$ cat src/rtl/fpx_pkg.sv
// Shared types and width helpers for the minifloat multiplier array.
// Format is sign|exp|man with an implicit leading one and no subnormals.
package fpx_pkg;

  typedef enum logic {
    RND_RTZ = 1'b0,
    RND_RNE = 1'b1
  } rnd_mode_e;

  // Per-lane exception flags travelling alongside each result.
  typedef struct packed {
    logic of;
    logic uf;
  } fpx_flags_t;

  function automatic int unsigned fpx_width(input int unsigned exp_w, input int unsigned man_w);
    return 1 + exp_w + man_w;
  endfunction

  function automatic int unsigned fpx_emax(input int unsigned exp_w);
    return (1 << exp_w) - 1;
  endfunction

  function automatic int unsigned fpx_prod_w(input int unsigned man_w);
    return 2 * man_w + 2;
  endfunction

endpackage

$ cat src/rtl/fpx_mul_lane.sv
// Combinational single-lane minifloat multiplier with truncate or round-to-nearest-even,
// saturating on overflow and flushing to zero on underflow.
module fpx_mul_lane
  import fpx_pkg::*;
#(
  parameter int unsigned EXP_W = 2,
  parameter int unsigned MAN_W = 1,
  parameter int unsigned BIAS  = 1,
  localparam int unsigned W    = fpx_width(EXP_W, MAN_W)
) (
  input  logic [W-1:0] a,
  input  logic [W-1:0] b,
  input  rnd_mode_e    rnd,
  output logic [W-1:0] result,
  output logic         of,
  output logic         uf
);

  localparam int unsigned PW   = fpx_prod_w(MAN_W);
  localparam int unsigned FW   = 2 * MAN_W + 1;
  localparam int unsigned EW   = EXP_W + 2;
  localparam int unsigned EMAX = fpx_emax(EXP_W);

  logic             sign;
  logic [EXP_W-1:0] ea, eb;
  logic [MAN_W-1:0] ma, mb;
  logic             zero;

  assign sign = a[W-1] ^ b[W-1];
  assign ea   = a[W-2:MAN_W];
  assign eb   = b[W-2:MAN_W];
  assign ma   = a[MAN_W-1:0];
  assign mb   = b[MAN_W-1:0];
  assign zero = (ea == '0 && ma == '0) || (eb == '0 && mb == '0);

  logic [PW-1:0] prod;
  logic          norm;
  logic [FW-1:0] frac;
  logic [MAN_W-1:0] m_keep;
  logic          rbit, sticky;

  assign prod   = PW'({1'b1, ma}) * PW'({1'b1, mb});
  assign norm   = prod[PW-1];
  // Left-align the fraction so the kept/round/sticky split is the same for both cases.
  assign frac   = norm ? prod[PW-2:0] : {prod[PW-3:0], 1'b0};
  assign m_keep = frac[FW-1 -: MAN_W];
  assign rbit   = frac[MAN_W];
  assign sticky = |frac[MAN_W-1:0];

  logic signed [EW-1:0] e_norm;
  assign e_norm = $signed({2'b00, ea}) + $signed({2'b00, eb}) - $signed(EW'(BIAS))
                + $signed({{(EW-1){1'b0}}, norm});

  logic             round_up;
  logic [MAN_W:0]   m_inc;
  logic [MAN_W-1:0] m_fin;
  logic signed [EW-1:0] e_fin;

  always_comb begin
    round_up = (rnd == RND_RNE) && rbit && (sticky || m_keep[0]);
    m_inc    = {1'b0, m_keep} + {{MAN_W{1'b0}}, 1'b1};
    m_fin    = round_up ? m_inc[MAN_W-1:0] : m_keep;
    e_fin    = e_norm + $signed({{(EW-1){1'b0}}, round_up & m_inc[MAN_W]});
  end

  always_comb begin
    result = {sign, e_fin[EXP_W-1:0], m_fin};
    of     = 1'b0;
    uf     = 1'b0;
    if (zero) begin
      result = {sign, {(W-1){1'b0}}};
    end else if (e_fin > $signed(EW'(EMAX))) begin
      result = {sign, {EXP_W{1'b1}}, {MAN_W{1'b1}}};
      of     = 1'b1;
    end else if (e_fin[EW-1] || (e_fin == '0 && m_fin == '0)) begin
      result = {sign, {(W-1){1'b0}}};
      uf     = 1'b1;
    end
  end

endmodule

$ cat src/rtl/fpx_mul_array.sv
// LANES minifloat multipliers behind a shared valid/ready pipeline of PIPE_STAGES registers.
// Results and flags are computed ahead of the first register and carried with their data.
module fpx_mul_array
  import fpx_pkg::*;
#(
  parameter int unsigned EXP_W       = 2,
  parameter int unsigned MAN_W       = 1,
  parameter int unsigned BIAS        = 1,
  parameter int unsigned LANES       = 4,
  parameter int unsigned PIPE_STAGES = 2,
  localparam int unsigned W          = fpx_width(EXP_W, MAN_W)
) (
  input  logic               i_clk,
  input  logic               i_rst,
  input  logic               i_valid,
  output logic               o_ready,
  input  logic               i_rnd_mode,
  input  logic [LANES*W-1:0] i_a,
  input  logic [LANES*W-1:0] i_b,
  output logic               o_valid,
  input  logic               i_ready,
  output logic [LANES*W-1:0] o_result,
  output logic [LANES-1:0]   o_of,
  output logic [LANES-1:0]   o_uf
);

  localparam int unsigned LAST = PIPE_STAGES - 1;

  typedef struct packed {
    logic [LANES*W-1:0] result;
    logic [LANES-1:0]   of;
    logic [LANES-1:0]   uf;
  } stage_t;

  logic [LANES*W-1:0] lane_res;
  fpx_flags_t         lane_flags [LANES];
  stage_t             lane_out;

  for (genvar k = 0; k < LANES; k++) begin : g_lane
    fpx_mul_lane #(
      .EXP_W (EXP_W),
      .MAN_W (MAN_W),
      .BIAS  (BIAS)
    ) u_lane (
      .a      (i_a[k*W +: W]),
      .b      (i_b[k*W +: W]),
      .rnd    (rnd_mode_e'(i_rnd_mode)),
      .result (lane_res[k*W +: W]),
      .of     (lane_flags[k].of),
      .uf     (lane_flags[k].uf)
    );
  end

  always_comb begin
    lane_out        = '0;
    lane_out.result = lane_res;
    for (int k = 0; k < LANES; k++) begin
      lane_out.of[k] = lane_flags[k].of;
      lane_out.uf[k] = lane_flags[k].uf;
    end
  end

  stage_t                 stage_q [PIPE_STAGES];
  logic [PIPE_STAGES-1:0] valid_q;
  logic [PIPE_STAGES-1:0] load;
  logic                   in_fire;

  // A stage may load when empty or when the stage after it is taking its contents.
  always_comb begin
    load       = '0;
    load[LAST] = !valid_q[LAST] || i_ready;
    for (int s = int'(PIPE_STAGES) - 2; s >= 0; s--) begin
      load[s] = !valid_q[s] || load[s+1];
    end
  end

  assign o_ready = load[0] && !i_rst;
  assign in_fire = i_valid && o_ready;

  always_ff @(posedge i_clk) begin
    if (i_rst) begin
      valid_q <= '0;
      for (int s = 0; s < PIPE_STAGES; s++) begin
        stage_q[s] <= '0;
      end
    end else begin
      if (load[0]) begin
        valid_q[0] <= in_fire;
        if (in_fire) begin
          stage_q[0] <= lane_out;
        end
      end
      for (int s = 1; s < PIPE_STAGES; s++) begin
        if (load[s]) begin
          valid_q[s] <= valid_q[s-1];
          if (valid_q[s-1]) begin
            stage_q[s] <= stage_q[s-1];
          end
        end
      end
    end
  end

  assign o_valid  = valid_q[LAST];
  assign o_result = stage_q[LAST].result;
  assign o_of     = stage_q[LAST].of;
  assign o_uf     = stage_q[LAST].uf;

endmodule

$ cat config.mk
export PLATFORM = sky130hd
export DESIGN_NAME = fpx_mul_array
export DESIGN_NICKNAME = d
export VERILOG_FILES = /design/src/rtl/fpx_pkg.sv /design/src/rtl/fpx_mul_lane.sv /design/src/rtl/fpx_mul_array.sv
export SDC_FILE = /design/constraint.sdc
export NUM_CORES = 1
export LEC_CHECK = 0
export CAP_MARGIN = 20
export CORE_MARGIN = 5
export CORE_UTILIZATION = 45
export CTS_CLUSTER_SIZE = 14
export DETAILED_ROUTE_END_ITERATION = 8
export HOLD_SLACK_MARGIN = 0.02
export PLACE_DENSITY = 0.72
export SYNTH_ARGS = -nofsm -noshare
export SYNTH_HDL_FRONTEND = slang
export SYNTH_SLANG_ARGS = --single-unit
$ cat constraint.sdc
create_clock -name i_clk -period 6.65 [get_ports i_clk]
set_input_delay 1.33 -clock i_clk [delete_from_list [all_inputs] [get_ports i_clk]]
set_output_delay 1.33 -clock i_clk [all_outputs]
set_load 0.02 [all_outputs]
-- Word level (Yosys, flattened, before mapping)
Memories as Yosys holds them, arrays and structs flattened.
Cells that the tools add are included.
- magnitude comparators: 4
- add/sub/neg operators: 20
- multiply operators: 4
- reduce and logical (&&, ||, !) cells: 51
- bitwise gates (word level): 22
- multiplexer cells: 52
- operator list (operator ; number):
    two-way mux 24 bit ; 2
    two-way mux 3 bit ; 16
    two-way mux 1 bit ; 34
    adder 4 x 2 -> 4 bit ; 8
    logical AND 1 bit ; 22
    greater-than comparator 4 x 3 -> 1 bit (second input constant) ; 4
    logical NOT 2 bit ; 8
    logical NOT 4 bit ; 4
    multiplier 2 x 2 -> 4 bit ; 4
    subtractor 4 x 2 -> 4 bit (second input constant) ; 4
    logical OR 1 bit ; 14
    adder 2 x 2 -> 3 bit ; 4
    inverter 1 bit ; 12
    adder 1 x 1 -> 2 bit (second input constant) ; 4
    AND 1 bit ; 4
    XOR 1 bit ; 4
    logical NOT 1 bit ; 3
    bitwise OR 1 bit ; 2
- input port bits: 37
- bits in registers: 2
- memories kept: 1
- RAM bits: 48
- output and inout port bits: 26
- memory list (memory ; words ; width ; read ports ; clocked after memory_dff ; wr ports ; RTL line ; RTL):
    stage_q ; 2 ; 24 ; 2 ; 0 ; 2 ; fpx_mul_array.sv:63 ; stage_t stage_q [PIPE_STAGES];

-- Depth between registers and ports, before layout
Gate-level depths: netlist (run 1).
- depth after elaboration: 13
- depth in mapped cells: 8
- depth with buffers taken out: 8

-- Hierarchy
From an unflattened synthesis (run 1), not the netlist that was laid out.
- cell total of the unflattened synthesis: 284
- area total of the unflattened synthesis: 3230.6 um^2
- by module, submodules not included (module ; area each (um^2) ; cells an instance ; instances):
    fpx_mul_array ; 2157.1 ; 144 ; 1
    fpx_mul_lane (g_lane[2].u_lane ...) ; 265.3 ; 36 ; 2
    fpx_mul_lane (g_lane[0].u_lane) ; 275.3 ; 34 ; 1
    fpx_mul_lane (g_lane[1].u_lane) ; 267.8 ; 34 ; 1

-- Worst setup path after synthesis (run 1)
Ideal clock, no wire load.
- kind: input -> register
- start point: input port i_a[9]
- end point: memory stage_q[0][2] in the netlist's numbering, data pin
- required time: 6.519 ns
- data arrival time: 3.424 ns
- path slack: 3.095 ns
- cell stages on the path: 8
- library setup time: 0.131 ns
- cell sequence: ha_1 fa_1 nor2b_1 nor2b_1 ha_1 or3_4 a2111oi_1 o21ba_1
- RTL lines (element ; RTL line ; RTL):
    from (decl) ; fpx_mul_array.sv:18 ; input logic [LANES*W-1:0] i_a,
    to (decl) ; fpx_mul_array.sv:63 ;

-- Final worst setup path (run 1)
- start point: input port i_ready
- end point: output port o_ready
- cells in the longest elaborated chain, start to end: 3
- ends and longest elaborated chain (element ; RTL line ; RTL):
    from (decl) ; fpx_mul_array.sv:21 ; input logic i_ready,
    logical OR 1 bit ; fpx_mul_array.sv:71 ; load[LAST] = !valid_q[LAST] || i_ready;
    logical OR 1 bit ; fpx_mul_array.sv:73 ; load[s] = !valid_q[s] || load[s+1];
    logical AND 1 bit ; fpx_mul_array.sv:77 ; assign o_ready = load[0] && !i_rst;
    to (decl) ; fpx_mul_array.sv:16 ; output logic o_ready,
Every way passes these cells.

==> results of run 1 <==
## cell type report
| cell class | instances | area [um2] | area share, % |
|---|---|---|---|
| sequential | 50 | 1480 | 41.4 |
| multi-input combinational | 161 | 1250 | 35.0 |
| timing repair buffer | 62 | 626 | 17.5 |
| tap | 77 | 96.3 | 2.69 |
| clock buffer | 6 | 72.6 | 2.03 |
| inverter | 11 | 41.3 | 1.15 |
| clock inverter | 2 | 8.76 | 0.245 |
## worst max-delay path, delay by kind of cell
| kind | cells | cell delay, ns |
|---|---|---|
| buf+inv | 2 | 1.08 |
| simple gates | 2 | 0.37 |
## report_power, final
| group | switching [W] | internal [W] |
|---|---|---|
| Sequential | 0.00000641 | 0.000381 |
| Combinational | 0.000119 | 0.000110 |
| Clock | 0.0000922 | 0.0000724 |
## sequential cells by signal (all words and copies together) (netlist names)
register and count:
stage_q 48, valid_q 2
## cells by family (layout without fill, tap and decap cells)
family	count (synthesis)	count (layout)
simple gates	86	86
flops	50	50
compound gates	44	44
buf+inv	37	81
fa+ha+maj	24	24
xor+xnor	7	7
## layer usage
| layer | vias to the layer above | track usage (%) | wire length [um] |
|---|---|---|---|
| met4 | 0 | 3.67 | 57 |
| met2 | 51 | 20.4 | 2360 |
| met5 | - | 0 | 0 |
| li1 | 975 | - | - |
| met3 | 7 | 3.22 | 247 |
| met1 | 846 | 14.8 | 2220 |
## placed cells by master, fill, tap and decap left out, drive strengths merged
cell type / n
nor3: 18
and3: 1
o311ai: 4
a21oi: 13
or3: 9
a21o: 3
clkdlybuf4s50: 61
ha: 20
clkbuf: 6
a211oi: 2
o221ai: 1
o21bai: 2
nor2: 10
xnor2: 7
fa: 4
o21ai: 6
or3b: 1
a2111oi: 5
buf: 1
dfxtp: 2
inv: 11
nor2b: 7
a311oi: 3
nor3b: 1
clkinv: 2
edfxtp: 48
a221o: 1
and2: 24
nand2: 5
o21ba: 4
and3b: 1
nand2b: 9
## through the flow
stage,utilization [%],hold slack (ns),setup WS (ns),total power [W],std cells
finish,56.1,0.480,2.54,0.000780,369
global route,56.1,0.501,2.49,0.000827,369
CTS,56.1,0.482,2.54,0.000788,369
detailed placement,54.8,0.471,2.48,0.000624,361
global placement,54.6,0.468,2.51,0.000617,360
floorplan,-,0.442,3.10,0.000561,248
## final timing paths
check | endpoint
max reg2reg | stage_q[0][20]$_SDFFCE_PP0P_
max | o_ready
min | valid_q[1]$_SDFFE_PP0P_
min reg2reg | valid_q[1]$_SDFFE_PP0P_
==> impl_metrics.ini, run 1 <==
[drt]
firstDrtPassIters = 4
via_per_inst = 5.09
remaining_drc_errors = 0
drt_wl_total_mm = 4.88
detailedRoute.firstIterationViolations = 40
dr_total_vias = 1879
wire_per_inst_um = 13.2
ant_nets = 0

[timing]
fmax_ghz = 0.244
final-max-slew-violation-count = 0
finalCritPeriodShare_pct = 61.7
setup_tns_ns = 0
hold_violations = 0
tightestPinTransition_ns = 0.948
timing.slew.headroom_pct = 36.8
rsz_0062_raised_after_global_routing = no
finalSetupViolations = 0
finalWorstPathRequiredPeriod_ns = 4.11
clock_skew_ns = 0.00553

[die]
placement_rows = 29
die-height_um = 91.1
die_width_um = 91.1
i_o_pin_cnt = 63
core_area_mm2 = 0.00639
initial_utilization_pct = 46.4
floorplan.die_area_mm2 = 0.00830

[power_and_ir_drop]
cellPowerDensity_mw_per_mm2 = 218
vdd.ir_drop.worst_mv = 0.120
p_leak_nw = 1.39

[synthesis]
fraction_of_the_mapped_netlist_area_in_compound_gates_pct = 11.6
cell_types_with_the_largest_area_share_after_synthesis = edfxtp_1 49%, ha_1 8.4%, buf_4 6.1%, and2_1 5.1%, nor3_1 2.9%
synthAdderAreaFrac_pct = 11.2
netlist_top_cells_count = 48 x edfxtp_1, 24 x and2_1, 24 x buf_4
syn_inst = 248
syn-num-nets = 309
synth_top_area_cell = edfxtp_1
synth_xor_area_share_pct = 2.07
number_of_warnings_reported_in_the_yosys_synthesis_log = 0
synth-seq-area-share_pct = 50.0
combinational_family_with_the_most_area_after_synthesis = simple AND/OR/NAND/NOR gates
dominantRegCellSynth = edfxtp_1
netlist.area_leader.share_pct = 48.7
netlist-cell-type-count = 36
synth_area_per_cell_um2 = 11.9
synth-simple-area-share_pct = 17.4
yosysMostFrequentCell = edfxtp_1
ys_async_sr_fraction_pct = 0
post_synth_mux_area_share_pct = 0
yosys_register_bits = 50
mappedNetlistArea_mm2 = 0.00296
synth-edff-count = 48

[clock_tree]
clock_sinks = 50
root_driver = clkbuf_8
cts-htree-levels = 2
tritoncts = done
cts_resized = 0
clock_tree.buffer_depth = 2
insertion_delay_ns = 0.29
cts.reportedPaths.clkPinSlew_ns = 0.08
tritoncts.num_buffers = 5
cts_setup_buffers = 0
cts_hold_repair.buffers = 0

[critical_path]
cp_cell_sequence = clkdlybuf4s50_1 -> and3b_1 -> nor2_1 -> clkdlybuf4s50_1
worstPathArrival_ns = 2.78
critPathLaunch = i_ready
cp_max_fo = 5
crit_path_max_incr_delay_ns = 0.61
timing.critical_path.mode_cell = clkdlybuf4s50_1
reg2reg_slack_ns = 4.46
criticalPathCategory = input pin to output pin
worst_ep_required_time_ns = 5.32
endpoint_kind = output pin
reg2reg_from = valid_q[1]$_SDFFE_PP0P_
worst_reg_to_reg_path_cell_count = 4
start_kind = input pin
slowest_stage = clkdlybuf4s50_1

[grt]
globalRouteTotalUtil_pct = 12.0
largest_net_degree_at_the_start_of_global_routing = 29
grt_pass1_wl_mm = 8.12
antenna_violations_before_repair = 0
first_global_vias = 1799
gr-total-overflow = 0

[min_path]
hold_depth = 2
min_from = valid_q[0]$_SDFFE_PP0N_
worst_hold_path_type = flop to flop

[finish]
nFillCells = 528
drive_gt1_share_pct = 6.16
flow.area_growth_from_synthesis_pct = 20.9
final_design_area_no_fill_mm2 = 0.00358
finish.net_count = 352
antenna_cells = 0

[place]
placer_congestion_estimate = 0.802
buffer_ports.inserted = 61
place.detailed.hpwl_mm = 3.77
placed_cell_area_mm2 = 0.00350

[outcome]
run_status = finished, final reports clean

[job]
max_cap_violations = 0
Note: power is estimated with default switching activity, not from simulation.
==> inputs of run 2 (changes only) <==
--- a/config.mk
+++ b/config.mk
@@ -11,7 +11,7 @@
 export CTS_CLUSTER_SIZE = 14
 export DETAILED_ROUTE_END_ITERATION = 8
 export HOLD_SLACK_MARGIN = 0.02
-export PLACE_DENSITY = 0.72
+export PLACE_DENSITY = 0.75
 export SYNTH_ARGS = -nofsm -noshare
 export SYNTH_HDL_FRONTEND = slang
 export SYNTH_SLANG_ARGS = --single-unit
==> constraint.sdc (replaced) <==
create_clock -name i_clk -period 3.7 [get_ports i_clk]
set_input_delay 0.74 -clock i_clk [delete_from_list [all_inputs] [get_ports i_clk]]
set_output_delay 0.74 -clock i_clk [all_outputs]
set_load 0.02 [all_outputs]
==> run 2 against run 1 <==
Compared with the run above:
- combinational power increased by 87%
- clock-buffer cell count unchanged
- routed wire length increased by 1.2%
- critical endpoint is now stage_q[0][2]$_SDFFCE_PP0P_
==> impl_metrics.ini, run 2 (synthesis gave the netlist of run 1 again) <==
[clock_tree]
tritoncts.num_buffers = 5
root_driver = clkbuf_8
clock_sinks = 50
cts_resized = 0
cts.reportedPaths.clkPinSlew_ns = 0.08
cts_setup_buffers = 0
tritoncts = done
insertion_delay_ns = 0.29
cts-htree-levels = 2
cts_hold_repair.buffers = 0
clock_tree.buffer_depth = 2

[drt]
wire_per_inst_um = 13.2
drt_wl_total_mm = 4.94
ant_nets = 0
via_per_inst = 5.18
dr_total_vias = 1931
remaining_drc_errors = 0
firstDrtPassIters = 4
detailedRoute.firstIterationViolations = 33

[finish]
finish.net_count = 356
most_common_library_cell_in_the_layout_ignoring_fill_and_taps = clkdlybuf4s50_1
drive_gt1_share_pct = 7.43
largest_register_ff_count = 48
final_design_area_no_fill_mm2 = 0.00360
biggestRegsByFlops = stage_q x48, valid_q x2
regMostFlops = stage_q
final_core_util_pct = 56.4
final_cell_mix = 61 x clkdlybuf4s50_1, 48 x edfxtp_1, 24 x and2_1
flow.area_growth_from_synthesis_pct = 21.7
antenna_cells = 0

[power_and_ir_drop]
net-switching-power_w = 0.000392
power.switching_fraction_pct = 27.7
vdd.ir_drop.worst_mv = 0.175
total_power_w = 0.00141
sequential_share_of_power_pct = 49.2
clock_network_fraction_of_total_power_pct = 20.7
power.share.combinational_pct = 30.1
p_leak_nw = 1.41
cellPowerDensity_mw_per_mm2 = 392
internal_power_w = 0.00102

[critical_path]
crit_cells = 9
slowest_stage = fa_1
worstPathArrival_ns = 3.50
crit_path_max_incr_delay_ns = 0.49
start_kind = input pin
reg2reg_from = valid_q[0]$_SDFFE_PP0N_
endpoint_kind = flop
worst_reg_to_reg_path_cell_count = 4
criticalPathCategory = input pin to flop
worst_ep_required_time_ns = 3.86
timing.critical_path.buf_inv = 1
reg2reg_slack_ns = 1.95
rr_endpoint = stage_q[0][22]$_SDFFCE_PP0P_
cp_top_family = adder cells
cp_max_fo = 5
cp_cell_sequence = clkdlybuf4s50_1 -> ha_1 -> fa_1 -> nor2b_1 -> nor2b_1 -> ha_1 -> or3_4 -> a2111oi_1 -> o21ba_1

[min_path]
hold_depth = 2
min_from = valid_q[0]$_SDFFE_PP0N_
worst_hold_path_type = flop to flop
whs_endpoint = valid_q[1]$_SDFFE_PP0P_

[die]
core_area_mm2 = 0.00639
die_width_um = 91.1
die-height_um = 91.1
placement_rows = 29
initial_utilization_pct = 46.4
floorplan.die_area_mm2 = 0.00830
i_o_pin_cnt = 63

[place]
place.detailed.hpwl_mm = 3.94
pre_cts_ws_ns = 0.0907
buffer_ports.inserted = 61
placed_cell_area_mm2 = 0.00352
placer_congestion_estimate = 0.787

[timing]
worst_slack_ns = 0.365
tightestPinTransition_ns = 0.958
finalCritPeriodShare_pct = 90.1
fmax_ghz = 0.300
setup_tns_ns = 0
final-max-slew-violation-count = 0
clock_skew_ns = 0.00683
timing.slew.headroom_pct = 36.1
finalWorstPathRequiredPeriod_ns = 3.33
finalSetupViolations = 0
hold_violations = 0
rsz_0062_raised_after_global_routing = no

[grt]
globalRouteTotalUtil_pct = 12.2
antenna_violations_before_repair = 0
grt_pass1_wl_mm = 8.45
largest_net_degree_at_the_start_of_global_routing = 25
first_global_vias = 1902
gr-total-overflow = 0

[job]
max_cap_violations = 0

[outcome]
run_status = finished, final reports clean
-- run 2: cell types whose count changed in the layout (fill, tap and decap cells not counted), sizes merged --
cell | previous run | this run
buf | 1 | 5
-- run 2: worst max-delay path by stage --
stage	from	end	slack, ns
floorplan	i_a[9]	stage_q[0][2]$_SDFFCE_PP0P_	0.74
global placement	i_a[9]	stage_q[0][2]$_SDFFCE_PP0P_	0.18
detailed placement	i_a[9]	stage_q[0][2]$_SDFFCE_PP0P_	0.09
CTS	i_a[9]	stage_q[0][2]$_SDFFCE_PP0P_	0.37
global route	i_a[9]	stage_q[0][2]$_SDFFCE_PP0P_	0.18
finish	i_a[9]	stage_q[0][2]$_SDFFCE_PP0P_	0.37
-- run 2: final cells by class --
| type | count | area (um2) |
|---|---|---|
| well taps | 77 | 96.3 |
| multi-input cells | 161 | 1250 |
| repair buffers | 66 | 648 |
| fillers | 554 | 2780 |
| clock buffers | 6 | 72.6 |
| flip-flops and latches | 50 | 1480 |
| clock inverters | 2 | 8.76 |
| inverters | 11 | 41.3 |
-- run 2: metrics by stage --
step                      instances  hold WS (ns)
after floorplan                 248         0.442
after global placement          365         0.471
after detailed placement        365         0.487
after CTS                       373         0.494
after global routing            373         0.536
final                           373         0.488
-- run 2: power by group through the flow --
stage,combinational [W],sequential [W],clock [W]
6_report,0.000426,0.000695,0.000292
5_1_grt,0.000472,0.000700,0.000329
4_1_cts,0.000428,0.000696,0.000303
3_5_place_dp,0.000426,0.000709,0
3_3_place_gp,0.000415,0.000706,0
2_1_floorplan,0.000303,0.000706,0
-- run 2: worst min-delay path, cell delays in order, from the launching register on --
cell and delay [ns]:
dfxtp_1 0.34, inv_1 0.06, a21oi_1 0.05
-- run 2: layer usage --
layer	track usage, %	up-vias	wire length, um
li1	-	987	-
met1	14.5	896	2090
met2	21.9	41	2570
met3	3.39	7	210
met4	2.93	0	63
met5	0	-	0
==> inputs of run 3 (changes only) <==
==> constraint.sdc (replaced) <==
create_clock -name i_clk -period 2.86 [get_ports i_clk]
set_input_delay 0.572 -clock i_clk [delete_from_list [all_inputs] [get_ports i_clk]]
set_output_delay 0.572 -clock i_clk [all_outputs]
set_load 0.02 [all_outputs]
==> run 3 against run 2 <==
Compared with the run above:
- setup slack got worse by 0.30 ns
- clock power grew 92%
- non-clock buffer count grew 28
- sequential share of layout area down 4.2 points
- total power grew 53%
- utilization up 6.5 points
- routed wire length is 8.1% higher
- highest routed layer unchanged
- register-to-register slack worse by 0.83 ns
- via count rose by 4.7%
- global-route usage rose by 0.36 points
- cell area up 12%
- die area did not move
==> impl_metrics.ini, run 3 (synthesis gave the netlist of run 1 again) <==
[outcome]
run_status = finished, final reports clean

[place]
cell_count_after_placement = 391
buffer_ports.inserted = 61
placer_congestion_estimate = 0.780
pre_cts_ws_ns = -0.389
place.detailed.hpwl_mm = 4.20

[critical_path]
cp_max_fo = 5
worstPathArrival_ns = 2.81
endpoint_kind = flop
worst_ep_required_time_ns = 2.88
start_kind = input pin
reg2reg_from = valid_q[0]$_SDFFE_PP0N_
criticalPathCategory = input pin to flop
critPathLaunch = i_a[1]

[finish]
final_cells = 401
largest_register_ff_count = 48
regMostFlops = stage_q
most_common_library_cell_in_the_layout_ignoring_fill_and_taps = clkdlybuf4s50_1
flow.area_growth_from_synthesis_pct = 35.7
final_core_util_pct = 62.9
antenna_cells = 0
drive_gt1_share_pct = 22.8
final_cell_mix = 55 x clkdlybuf4s50_1, 48 x edfxtp_1, 31 x buf_4
finish.net_count = 384
biggestRegsByFlops = stage_q x48, valid_q x2

[timing]
rsz_0062_raised_after_global_routing = no
timing.slew.headroom_pct = 56.2
fmax_ghz = 0.358
hold_violations = 0
finalSetupViolations = 0
finalWorstPathRequiredPeriod_ns = 2.79
hold_ws_ns = 0.495
clock_skew_ns = 0.00367
tightestPinTransition_ns = 0.647
worst_slack_ns = 0.0668
finalCritPeriodShare_pct = 97.7
final-max-slew-violation-count = 0

[die]
floorplan.die_area_mm2 = 0.00830
core_area_mm2 = 0.00639
i_o_pin_cnt = 63
initial_utilization_pct = 46.4
die-height_um = 91.1
die_width_um = 91.1
placement_rows = 29

[drt]
remaining_drc_errors = 0
ant_nets = 0
drt_wl_total_mm = 5.34
via_per_inst = 5.04
wire_per_inst_um = 13.3
firstDrtPassIters = 4
dr_total_vias = 2021
detailedRoute.firstIterationViolations = 48

[clock_tree]
tritoncts = done
clock_tree.buffer_depth = 2
clock_sinks = 50
root_driver = clkbuf_8
cts-htree-levels = 2
tritoncts.num_buffers = 5
insertion_delay_ns = 0.29
cts.reportedPaths.clkPinSlew_ns = 0.09
cts_hold_repair.buffers = 0

[power_and_ir_drop]
p_leak_nw = 1.61
vdd.ir_drop.worst_mv = 0.333
cellPowerDensity_mw_per_mm2 = 539

[grt]
grt_pass1_wl_mm = 8.72
first_global_vias = 2039
globalRouteTotalUtil_pct = 12.6
gr-total-overflow = 0
largest_net_degree_at_the_start_of_global_routing = 25
antenna_violations_before_repair = 0

[job]
max_cap_violations = 0

[min_path]
worst_hold_path_type = flop to flop
min_from = valid_q[0]$_SDFFE_PP0N_
-- run 3: cell count changes in the layout (fill, tap and decap cells not counted), sizes merged --
cell and delta:
dlygate4sd2 +1, dlymetal6s2s +5, clkbuf -1, buf +28, clkdlybuf4s50 -6, clkinv -1
bufinv +2
-- run 3: layout make-up --
type / instances / area [um2]
clock buffers: 5 / 68.8
clock inverters: 3 / 63.8
fillers: 505 / 2370
inverters: 11 / 41.3
multi-input cells: 161 / 1390
flip-flops and latches: 50 / 1480
well taps: 77 / 96.3
repair buffers: 94 / 877
-- run 3: worst paths after layout --
| path | to | slack (ns) | depth (start not counted) |
|---|---|---|---|
| hold / removal | valid_q[1]$_SDFFE_PP0P_ | 0.50 | 2 |
| setup / recovery | stage_q[0][4]$_SDFFCE_PP0P_ | 0.07 | 9 |
| setup reg to reg | stage_q[0][4]$_SDFFCE_PP0P_ | 1.12 | 4 |
| hold reg to reg | valid_q[1]$_SDFFE_PP0P_ | 0.50 | 2 |
-- run 3: routing by layer --
layer / up-vias / global-route usage (%) / wire length [um]
met3: 4 / 3.06 / 257
met2: 39 / 24.2 / 2880
met1: 942 / 14.2 / 2170
li1: 1036 / - / -
met4: 0 / 2.20 / 28
met5: - / 0 / 0
-- run 3: where the power goes --
part           total (W)  internal, W  switching (W)  leakage (nW)
Combinational   0.000706     0.000366       0.000341          1.01
Sequential      0.000899     0.000884      0.0000145         0.536
Clock           0.000561     0.000346       0.000215        0.0658
-- run 3: worst max-delay path, cell delays in order --
cell,delay (ns)
clkdlybuf4s50_1,0.42
ha_2,0.19
fa_2,0.62
ha_4,0.22
nor2b_1,0.14
a221o_1,0.33
nor3_2,0.11
buf_4,0.15
nor3_1,0.05
-- run 3: metrics by stage --
step / TNS, ns / area (um2) / total power [W]
2_1_floorplan: 0 / 2960 / 0.00131
3_3_place_gp: -5.05 / 3720 / 0.00152
5_1_grt: 0 / 4020 / 0.00229
4_1_cts: -0.00104 / 3900 / 0.00212
3_5_place_dp: -5.80 / 3720 / 0.00154
6_report: 0 / 4020 / 0.00217
-- run 3: timing repair --
action,CTS,global route
endpoints found under the setup margin,8,18
pin swaps,3,9
buffers inserted,1,1
resized for setup,8,27
